--- config.mk ---
export PLATFORM = sky130hd
export DESIGN_NAME = frame_reader_flat
export DESIGN_NICKNAME = d
export VERILOG_FILES = /design/src/rtl/frame_reader_pkg.sv /design/src/rtl/frame_reader_if.sv /design/src/rtl/frame_reader_mem_read_port.sv /design/src/rtl/frame_reader.sv /design/src/flat_wrapper.sv
export SDC_FILE = /design/constraint.sdc
export NUM_CORES = 1
export LEC_CHECK = 0
export CORE_ASPECT_RATIO = 0.5
export CORE_UTILIZATION = 35
export DETAILED_ROUTE_END_ITERATION = 7
export PLACE_DENSITY = 0.64
export SETUP_SLACK_MARGIN = 0.5
export SLEW_MARGIN = 25
export SYNTH_ARGS = -nofsm -noshare
export SYNTH_HDL_FRONTEND = slang
export SYNTH_HIERARCHICAL = 1
export SYNTH_SLANG_ARGS = --single-unit
--- constraint.sdc ---
create_clock -name aclk -period 3.89 [get_ports aclk]
set_input_delay 0.778 -clock aclk [delete_from_list [all_inputs] [get_ports aclk]]
set_output_delay 0.778 -clock aclk [all_outputs]
set_load 0.02 [all_outputs]
--- src/rtl/frame_reader_pkg.sv ---
// Shared frame layout constants and reader state encoding; the packet writer
// imports the same package so both sides agree on the buffer format.
package frame_reader_pkg;

    localparam int WORD_W = 32;

    localparam logic [31:0] FRAME_ID_WORD   = 32'hC623_0121;
    localparam int          FRAME_SUM_ADDR  = 4;
    localparam int          FRAME_DATA_BASE = 16;

    // Summary word: num[31:24], zero[23:21], mode[20:17], orientation[16:0]
    localparam int NUM_MSB    = 31;
    localparam int NUM_LSB    = 24;
    localparam int MODE_MSB   = 20;
    localparam int MODE_LSB   = 17;
    localparam int ORIENT_MSB = 16;
    localparam int ORIENT_LSB = 0;

    localparam int STATE_W = 4;

    typedef enum logic [STATE_W-1:0] {
        ST_IDLE    = 4'd0,
        ST_RD_ID   = 4'd1,
        ST_RD_SUM  = 4'd2,
        ST_CHECK   = 4'd3,
        ST_TX_ID   = 4'd4,
        ST_TX_SUM  = 4'd5,
        ST_RD_DATA = 4'd6,
        ST_TX_DATA = 4'd7,
        ST_DONE    = 4'd8
    } state_t;

endpackage

--- src/rtl/frame_reader_if.sv ---
// Buffer read port plus AXI-Stream master bundle of the frame reader.
interface frame_reader_if
    import frame_reader_pkg::*;
#(
    parameter int ADDR_W = 15
);
    logic              mem_en;
    logic [ADDR_W-1:0] mem_addr;
    logic [WORD_W-1:0] mem_rdata;
    logic [WORD_W-1:0] m_axis_tdata;
    logic              m_axis_tvalid;
    logic              m_axis_tready;
    logic              m_axis_tlast;

    modport master (
        output mem_en, mem_addr, m_axis_tdata, m_axis_tvalid, m_axis_tlast,
        input  mem_rdata, m_axis_tready
    );

    modport slave (
        input  mem_en, mem_addr, m_axis_tdata, m_axis_tvalid, m_axis_tlast,
        output mem_rdata, m_axis_tready
    );
endinterface

--- src/rtl/frame_reader_mem_read_port.sv ---
// Single-outstanding buffer read: one-cycle mem_en pulse, latency countdown,
// then rdata is presented together with a one-cycle rvalid.
module frame_reader_mem_read_port
    import frame_reader_pkg::*;
#(
    parameter int ADDR_W     = 15,
    parameter int RD_LATENCY = 1
) (
    input  logic              clk,
    input  logic              rst,
    input  logic              start,
    input  logic [ADDR_W-1:0] addr,
    output logic              mem_en,
    output logic [ADDR_W-1:0] mem_addr,
    input  logic [WORD_W-1:0] mem_rdata,
    output logic              rvalid,
    output logic [WORD_W-1:0] rdata
);
    localparam logic [1:0] LAT = 2'(RD_LATENCY);

    logic       pending;
    logic [1:0] lat_cnt;

    // start is ignored while a read is pending, so a requester may hold it
    always_ff @(posedge clk or posedge rst) begin
        if (rst) begin
            mem_en   <= 1'b0;
            mem_addr <= '0;
            pending  <= 1'b0;
            lat_cnt  <= '0;
        end else begin
            mem_en <= 1'b0;
            if (start && !pending) begin
                mem_en   <= 1'b1;
                mem_addr <= addr;
                pending  <= 1'b1;
                lat_cnt  <= LAT;
            end else if (pending) begin
                if (lat_cnt == 2'd0) begin
                    pending <= 1'b0;
                end else begin
                    lat_cnt <= lat_cnt - 2'd1;
                end
            end
        end
    end

    assign rvalid = pending && (lat_cnt == 2'd0);
    assign rdata  = mem_rdata;

endmodule

--- src/rtl/frame_reader.sv ---
// Frame reader: on a trigger edge fetches ID, summary and data words from the
// capture buffer, validates the ID and streams the frame out over AXI-Stream.
module frame_reader
    import frame_reader_pkg::*;
#(
    parameter int          ADDR_W     = 15,
    parameter int          RD_LATENCY = 1,
    parameter logic [31:0] ID_WORD    = FRAME_ID_WORD,
    parameter int          SUM_ADDR   = FRAME_SUM_ADDR,
    parameter int          DATA_BASE  = FRAME_DATA_BASE,
    parameter int          MAX_WORDS  = 255
) (
    input  logic           aclk,
    input  logic           rst,
    input  logic           trigger,
    frame_reader_if.master bus,
    output logic           busy,
    output logic           frame_done,
    output logic           id_error,
    output logic [7:0]     word_count
);
    localparam logic [7:0] MAX_N = (MAX_WORDS > 255) ? 8'd255 : 8'(MAX_WORDS);

    function automatic logic [7:0] clamp_count(input logic [7:0] num);
        return (num > MAX_N) ? MAX_N : num;
    endfunction

    state_t state, state_nx;

    logic              trig_d;
    logic              trig_edge;
    logic [WORD_W-1:0] id_reg;
    logic [WORD_W-1:0] sum_reg;
    logic [WORD_W-1:0] data_reg;
    logic [7:0]        n_reg;
    logic [7:0]        k_reg;
    logic              last_data;

    logic              rd_start;
    logic [ADDR_W-1:0] rd_addr;
    logic              rd_valid;
    logic [WORD_W-1:0] rd_data;

    logic              tvalid;
    logic              tlast;
    logic [WORD_W-1:0] tdata;

    assign trig_edge = trigger & ~trig_d;
    assign last_data = (k_reg == n_reg - 8'd1);

    frame_reader_mem_read_port #(
        .ADDR_W     (ADDR_W),
        .RD_LATENCY (RD_LATENCY)
    ) u_rd_port (
        .clk       (aclk),
        .rst       (rst),
        .start     (rd_start),
        .addr      (rd_addr),
        .mem_en    (bus.mem_en),
        .mem_addr  (bus.mem_addr),
        .mem_rdata (bus.mem_rdata),
        .rvalid    (rd_valid),
        .rdata     (rd_data)
    );

    always_ff @(posedge aclk or posedge rst) begin
        if (rst) begin
            state <= ST_IDLE;
        end else begin
            state <= state_nx;
        end
    end

    always_comb begin
        state_nx = state;
        case (state)
            ST_IDLE:    if (trig_edge) state_nx = ST_RD_ID;
            ST_RD_ID:   if (rd_valid) state_nx = ST_RD_SUM;
            ST_RD_SUM:  if (rd_valid) state_nx = ST_CHECK;
            ST_CHECK:   state_nx = (id_reg != ID_WORD) ? ST_DONE : ST_TX_ID;
            ST_TX_ID:   if (bus.m_axis_tready) state_nx = ST_TX_SUM;
            ST_TX_SUM:  if (bus.m_axis_tready) state_nx = (n_reg == 8'd0) ? ST_DONE : ST_RD_DATA;
            ST_RD_DATA: if (rd_valid) state_nx = ST_TX_DATA;
            ST_TX_DATA: if (bus.m_axis_tready) state_nx = last_data ? ST_DONE : ST_RD_DATA;
            ST_DONE:    state_nx = ST_IDLE;
            default:    state_nx = ST_IDLE;
        endcase
    end

    // Stream outputs are decoded from state and held registers only, so they
    // stay stable through a stall and vanish the moment reset hits.
    always_comb begin
        rd_start   = 1'b0;
        rd_addr    = '0;
        tvalid     = 1'b0;
        tlast      = 1'b0;
        tdata      = '0;
        frame_done = 1'b0;
        busy       = (state != ST_IDLE);
        case (state)
            ST_RD_ID: begin
                rd_start = 1'b1;
            end
            ST_RD_SUM: begin
                rd_start = 1'b1;
                rd_addr  = ADDR_W'(SUM_ADDR);
            end
            ST_RD_DATA: begin
                rd_start = 1'b1;
                rd_addr  = ADDR_W'(DATA_BASE) + ADDR_W'({k_reg, 2'b00});
            end
            ST_TX_ID: begin
                tvalid = 1'b1;
                tdata  = id_reg;
            end
            ST_TX_SUM: begin
                tvalid = 1'b1;
                tdata  = sum_reg;
                tlast  = (n_reg == 8'd0);
            end
            ST_TX_DATA: begin
                tvalid = 1'b1;
                tdata  = data_reg;
                tlast  = last_data;
            end
            ST_DONE: begin
                frame_done = 1'b1;
            end
            default: ;
        endcase
    end

    always_ff @(posedge aclk or posedge rst) begin
        if (rst) begin
            trig_d     <= 1'b0;
            id_reg     <= '0;
            sum_reg    <= '0;
            data_reg   <= '0;
            n_reg      <= '0;
            k_reg      <= '0;
            id_error   <= 1'b0;
            word_count <= '0;
        end else begin
            trig_d <= trigger;
            case (state)
                ST_IDLE:    if (trig_edge) id_error <= 1'b0;
                ST_RD_ID:   if (rd_valid) id_reg <= rd_data;
                ST_RD_SUM:  if (rd_valid) sum_reg <= rd_data;
                ST_CHECK: begin
                    if (id_reg != ID_WORD) begin
                        id_error <= 1'b1;
                    end else begin
                        n_reg      <= clamp_count(sum_reg[NUM_MSB:NUM_LSB]);
                        word_count <= clamp_count(sum_reg[NUM_MSB:NUM_LSB]);
                    end
                end
                ST_TX_SUM:  if (bus.m_axis_tready) k_reg <= 8'd0;
                ST_RD_DATA: if (rd_valid) data_reg <= rd_data;
                ST_TX_DATA: if (bus.m_axis_tready && !last_data) k_reg <= k_reg + 8'd1;
                default: ;
            endcase
        end
    end

    assign bus.m_axis_tvalid = tvalid;
    assign bus.m_axis_tlast  = tlast;
    assign bus.m_axis_tdata  = tdata;

endmodule

--- src/flat_wrapper.sv ---
// flat-port wrapper written by rule: the top's interface ports become plain ports
module frame_reader_flat import frame_reader_pkg::*;
#(
    parameter int          ADDR_W     = 15,
    parameter int          RD_LATENCY = 1,
    parameter logic [31:0] ID_WORD    = FRAME_ID_WORD,
    parameter int          SUM_ADDR   = FRAME_SUM_ADDR,
    parameter int          DATA_BASE  = FRAME_DATA_BASE,
    parameter int          MAX_WORDS  = 255
)
  (aclk, rst, trigger, busy, frame_done, id_error, word_count, bus_mem_en, bus_mem_addr, bus_m_axis_tdata, bus_m_axis_tvalid, bus_m_axis_tlast, bus_mem_rdata, bus_m_axis_tready);
  frame_reader_if #(.ADDR_W(ADDR_W)) bus_i ();
  input  logic aclk;
  input  logic rst;
  input  logic trigger;
  output logic busy;
  output logic frame_done;
  output logic id_error;
  output logic [7:0] word_count;
  output wire logic [$bits(bus_i.mem_en)-1:0] bus_mem_en;
  output wire logic [$bits(bus_i.mem_addr)-1:0] bus_mem_addr;
  output wire logic [$bits(bus_i.m_axis_tdata)-1:0] bus_m_axis_tdata;
  output wire logic [$bits(bus_i.m_axis_tvalid)-1:0] bus_m_axis_tvalid;
  output wire logic [$bits(bus_i.m_axis_tlast)-1:0] bus_m_axis_tlast;
  input wire logic [$bits(bus_i.mem_rdata)-1:0] bus_mem_rdata;
  input wire logic [$bits(bus_i.m_axis_tready)-1:0] bus_m_axis_tready;
  assign bus_mem_en = bus_i.mem_en;
  assign bus_mem_addr = bus_i.mem_addr;
  assign bus_m_axis_tdata = bus_i.m_axis_tdata;
  assign bus_m_axis_tvalid = bus_i.m_axis_tvalid;
  assign bus_m_axis_tlast = bus_i.m_axis_tlast;
  assign bus_i.mem_rdata = bus_mem_rdata;
  assign bus_i.m_axis_tready = bus_m_axis_tready;
  frame_reader #(.ADDR_W(ADDR_W), .RD_LATENCY(RD_LATENCY), .ID_WORD(ID_WORD), .SUM_ADDR(SUM_ADDR), .DATA_BASE(DATA_BASE), .MAX_WORDS(MAX_WORDS)) u_core (.aclk(aclk), .rst(rst), .trigger(trigger), .bus(bus_i), .busy(busy), .frame_done(frame_done), .id_error(id_error), .word_count(word_count));
endmodule
# Word-level counts from Yosys, hierarchy flattened
# Index checks and enable logic that the tools add are counted.
# word_totals
register_bits	137
input_bits	36
wordCells	93
# classes
n_addsub	4
magnitude_cmp	1
eq_ne	20
muxes	31
bitwise_logic	3
reduce_logical	22
# op_table
cell	n
$pmux W32 S3	1
$mux W4	10
$ne A32 B32 Y1 const B	1
$pmux W4 S8	1
$pmux W15 S2	1
$mux W8	3
$eq A4 B3 Y1 const B	4
$pmux W8 S2	1
$ne A2 B1 Y1 const B	6
$add A5 B10 Y11 const A	1
$reduce_and A2 Y1	5
$mux W1	9
$add A8 B1 Y8 const B	1
$eq A4 B2 Y1 const B	2
$eq A8 B8 Y1	1
$gt A8 B8 Y1 const B	1
$logic_not A8 Y1	1
$ne A2 B2 Y1 const B	4
$sub A8 B1 Y8 const B	1
$reduce_and A7 Y1	1
$mux W2	3
$reduce_and A3 Y1	2
$reduce_bool A2 Y1	3
$reduce_or A3 Y1	2
11 further kinds	16

# Depth between registers and ports, before layout
# depth
ltp_word	6
mapped_depth	9
depth_no_buf	8

# By module
# Netlist, hierarchy kept.
# modules_own_cells
module	instances	cells_per_inst	area_per_inst_um2	seq_area_each_um2
frame_reader	1	512	6023.3	2952.8
frame_reader_mem_read_port	1	80	1023.5	475.5

# Worst setup path after synthesis
# OpenSTA, ideal clock, no wires.
# synth_path
kind	register to output
from	reg u_core.n_reg[0]
to	out bus_m_axis_tlast
arrival_time_ns	2.226
required_ns	3.112
path_slack_ns	0.886
path_stages_with_launch	10
cell_sequence	dfrtp_1 -> inv_1 -> ha_1 -> nor2b_1 -> or3_1 -> a31oi_2 -> nand4_2 -> buf_6 -> o21a_1 -> nor2_1
# synth_between
elab_chain_cells	3
elab_cells_between_ends	4
classes_between	1 x add/sub; 1 x eq/ne; 1 x mux; 1 x reduce/logical
# synth_lines
item	line	rtl
start: declaration	frame_reader.sv:35	logic [7:0] n_reg;
start signal: assignment	frame_reader.sv:153	n_reg <= clamp_count(sum_reg[NUM_MSB:NUM_LSB]);
$sub A8 B1 Y8	frame_reader.sv:49	assign last_data = (k_reg == n_reg - 8'd1);
$eq A8 B8 Y1	frame_reader.sv:49	
$pmux W1 S2 *	frame_reader.sv:100	case (state)
end: declaration	flat_wrapper.sv:24	output wire logic [$bits(bus_i.m_axis_tlast)-1:0] bus_m_axis_tlast;
# Mark *: on every way between the ends. The rest lies on a longest branch, timed or not.

# Final worst setup path
# Same ends and word-level chain as after synthesis.

==> results.sh <==
export IMPL_outcome="complete, no violations"
export IMPL_cts_buffers_inserted=17
export IMPL_worst_pin_slew_ns=0.916
export IMPL_wl_mm=16.2
export IMPL_track_usage=0.164
export IMPL_cts_root_buffer="clkbuf_16"
export IMPL_cp_max_fo=6
export IMPL_ant_nets=0
export IMPL_route_detailed_drc=0
export IMPL_grt_first_pass_wirelength_mm=26.4
export IMPL_grt_pass1_vias=4946
export IMPL_r2r_start="u_core/state[1]$_DFFE_PP0P_"
export IMPL_ys_seq_elements=137
export IMPL_finClkSkew_ns=0.0129
export IMPL_syn_area_mm2=0.00705
export IMPL_final_hold_viol_count=0
export IMPL_period_minus_slack_ns=3.28
export IMPL_peakVddDrop_mv=0.229
export IMPL_cp_startpoint="u_core/n_reg[0]$_DFFE_PP0P_"
export IMPL_cts_clk_slew_worst_paths_ns=0.06
export IMPL_fin_area_mm2=0.00875
export IMPL_gp_congestion=0.780
export IMPL_grt_remaining_overflow=0
export IMPL_synth_xor_area_frac=0.0162
export IMPL_cp_arrival_ns=2.50
export IMPL_p_per_area_mw_per_mm2=663
export IMPL_synth_ff_type="dfrtp_1"
export IMPL_drt_first_iter_violations=228
export IMPL_ys_async_sr_fraction=1.00
export IMPL_io_pins=97
export IMPL_fin_nets=701
export IMPL_ys_warn_count=6
export IMPL_die_y_um=102
export IMPL_insertedDiodeCount=0
export IMPL_finalMaxSlewViolations=0
export IMPL_cts_sinks=137
export IMPL_area_growth_pct=24.1
export IMPL_grt_max_degree=43
export IMPL_cts_tree="done"
export IMPL_rsz0062_at_grt="yes"
export IMPL_cts_htree_levels=4
export IMPL_required_ns=3.11
export IMPL_synth_distinct_cells=61
export IMPL_dieArea_mm2=0.0207
export IMPL_synth_top_family_by_area="multiplexers"
export IMPL_start_util=0.360
export IMPL_yosysSeqAreaShare=0.487
export IMPL_drv_cap=0
export IMPL_fmax_mhz=305
export IMPL_post_route_util=0.446
export IMPL_insertion_delay_ns=0.42
export IMPL_synth_compound_area_frac=0.0696
export IMPL_setup_viol=0
export IMPL_rows=36
export IMPL_die_x_um=203
export IMPL_dpl_cell_area_mm2=0.00810
export IMPL_leakage_nw=3.62
export IMPL_synth_mux_area_frac=0.248
export IMPL_dp_final_hpwl_mm=10.9
export IMPL_antenna_found_initial=0
export IMPL_drtPass1Iterations=5
export IMPL_postSynthAreaPerCell_um2=11.9
export IMPL_min_period_over_period=0.842
export IMPL_wl_per_cell_um=17.2
export IMPL_vias=4703
export IMPL_holdCritPathClass="reg -> reg"
export IMPL_syn_inst=592
export IMPL_relSlewSlack=0.388
export IMPL_tns_ns=0
export IMPL_synthSimpleGateAreaFrac=0.103
export IMPL_vias_per_cell=5.01
export IMPL_io_buffers=96
export IMPL_clk_path_buf_depth=2
export IMPL_drive_gt1_frac=0.330
export IMPL_crit_path_start_kind="flop"
export IMPL_cp_end_kind="output port"
export IMPL_hp_start="u_core/u_rd_port/lat_cnt[0]$_DFFE_PP0P_"
export IMPL_path_class="reg -> out"
export IMPL_core_area_mm2=0.0196
export IMPL_synth_edff_count=0
export IMPL_synthAdderAreaFrac=0.00888
-- routing by layer --
| metal | GRT usage | wire (um) | up-vias |
|---|---|---|---|
| met5 | 0 | 0 | - |
| met4 | 0.0555 | 129 | 0 |
| met3 | 0.0418 | 593 | 12 |
| met2 | 0.272 | 7940 | 65 |
| met1 | 0.210 | 7530 | 2417 |
| li1 | - | - | 2209 |
-- worst paths after layout --
check	endpoint	slack [ns]	cells past startpoint
worst max-delay path	bus_m_axis_tlast	0.61	9
worst min-delay path	u_core/u_rd_port/lat_cnt[0]$_DFFE_PP0P_	0.49	1
worst max register to register	u_core/id_reg[19]$_DFFE_PP0P_	1.35	5
worst min register to register	u_core/u_rd_port/lat_cnt[0]$_DFFE_PP0P_	0.49	1
max in group asynchronous	u_core/data_reg[3]$_DFFE_PP0P_	2.27	3
min in group asynchronous	u_core/u_rd_port/mem_addr[2]$_DFFE_PP0P_	0.86	2
-- worst max-delay path: stages (launching register included) --
cell and delay (ns):
dfrtp_1 0.43, inv_1 0.13, ha_2 0.23, and2b_1 0.20, or3_1 0.32, a31oi_2 0.23
nand4_2 0.11, o21a_1 0.15, nor2_2 0.14, buf_4 0.16
-- power breakdown --
group / switching [mW] / internal [mW]
logic: 0.869 / 1.04
registers: 0.331 / 1.87
clock network: 0.690 / 0.991
total: 1.89 / 3.91
-- layout make-up --
class | count | area (um2)
tap | 266 | 333
multi-input combinational | 380 | 3200
inverter | 13 | 52.6
clock buffer | 18 | 439
fill | 1809 | 10800
timing repair buffer | 111 | 1120
sequential | 137 | 3430
clock inverter | 14 | 174
-- metrics by stage --
stage / hold slack, ns / cells / worst slack, ns / total power [mW]
detailed placement: 0.487 / 906 / 0.519 / 4.11
global route: 0.506 / 939 / 0.467 / 6.12
floorplan: 0.456 / 597 / 0.886 / 3.59
finish: 0.490 / 939 / 0.615 / 5.80
CTS: 0.499 / 938 / 0.408 / 5.82
global placement: 0.475 / 906 / 0.629 / 4.07
-- placed cells by master, fill, tap and decap left out, types with 2 or more instances in the layout --
| master | netlist | layout |
|---|---|---|
| clkbuf_16 | 0 | 17 |
| nand3_1 | 15 | 12 |
| nor4b_1 | 5 | 5 |
| dfrtp_1 | 137 | 136 |
| nor3_1 | 6 | 6 |
| nor2b_1 | 7 | 7 |
| inv_1 | 13 | 12 |
| nor4_1 | 3 | 2 |
| ha_1 | 5 | 4 |
| clkdlybuf4s50_1 | 0 | 95 |
| clkinvlp_4 | 0 | 2 |
| a31oi_1 | 2 | 2 |
| o211ai_1 | 2 | 2 |
| inv_6 | 0 | 5 |
| conb_1 | 1 | 6 |
| nand4_1 | 5 | 5 |
| nand2b_1 | 4 | 3 |
| o21ai_0 | 9 | 9 |
| mux2_4 | 9 | 9 |
| nand3_2 | 1 | 3 |
| a22oi_1 | 32 | 32 |
| xor2_1 | 2 | 2 |
| buf_4 | 33 | 11 |
| mux2_2 | 141 | 141 |
| bufinv_16 | 0 | 2 |
| clkinv_4 | 0 | 2 |
| and3_1 | 6 | 6 |
| a21oi_1 | 9 | 9 |
| xnor2_1 | 11 | 11 |
| nand2_1 | 14 | 14 |
| nor2_1 | 55 | 53 |
| buf_12 | 1 | 3 |
| nor2_2 | 2 | 4 |
| inv_8 | 0 | 4 |
| buf_6 | 2 | 2 |
| a21o_1 | 2 | 2 |
-- Yosys cell counts (all sizes together) (2+ instances only) --
master	count	share of area
a21o	2	0.0021
a21oi	9	0.0064
a22oi	32	0.034
a31oi	4	0.0066
and3	7	0.0064
and3b	2	0.0027
buf	45	0.047
clkbuf	22	0.015
dfrtp	137	0.49
ha	5	0.0089
inv	13	0.0069
mux2	151	0.25
nand2	14	0.0075
nand2b	4	0.0036
nand3	16	0.012
nand4	6	0.0062
nor2	57	0.031
nor2b	8	0.0075
nor3	6	0.0043
nor4	4	0.0057
nor4b	6	0.0096
o211ai	2	0.0021
o21ai	10	0.0071
o21bai	2	0.0027
xnor2	11	0.014
xor2	2	0.0025
-- cells by family after synthesis --
family	after synthesis
mux	152
simple gates	136
xor+xnor	13
fa+ha+maj	5
compound gates	68
buf+inv	80
flops	137
other cells	1
-- timing repair --
action                                  4_1_cts  5_1_grt
pin swaps                                     0        0
hold buffers                                  0        0
resized for setup                             5        6
endpoints found under the setup margin       19        9
setup buffers                                 0        1
No activity file was read; power rests on OpenSTA's default activity.
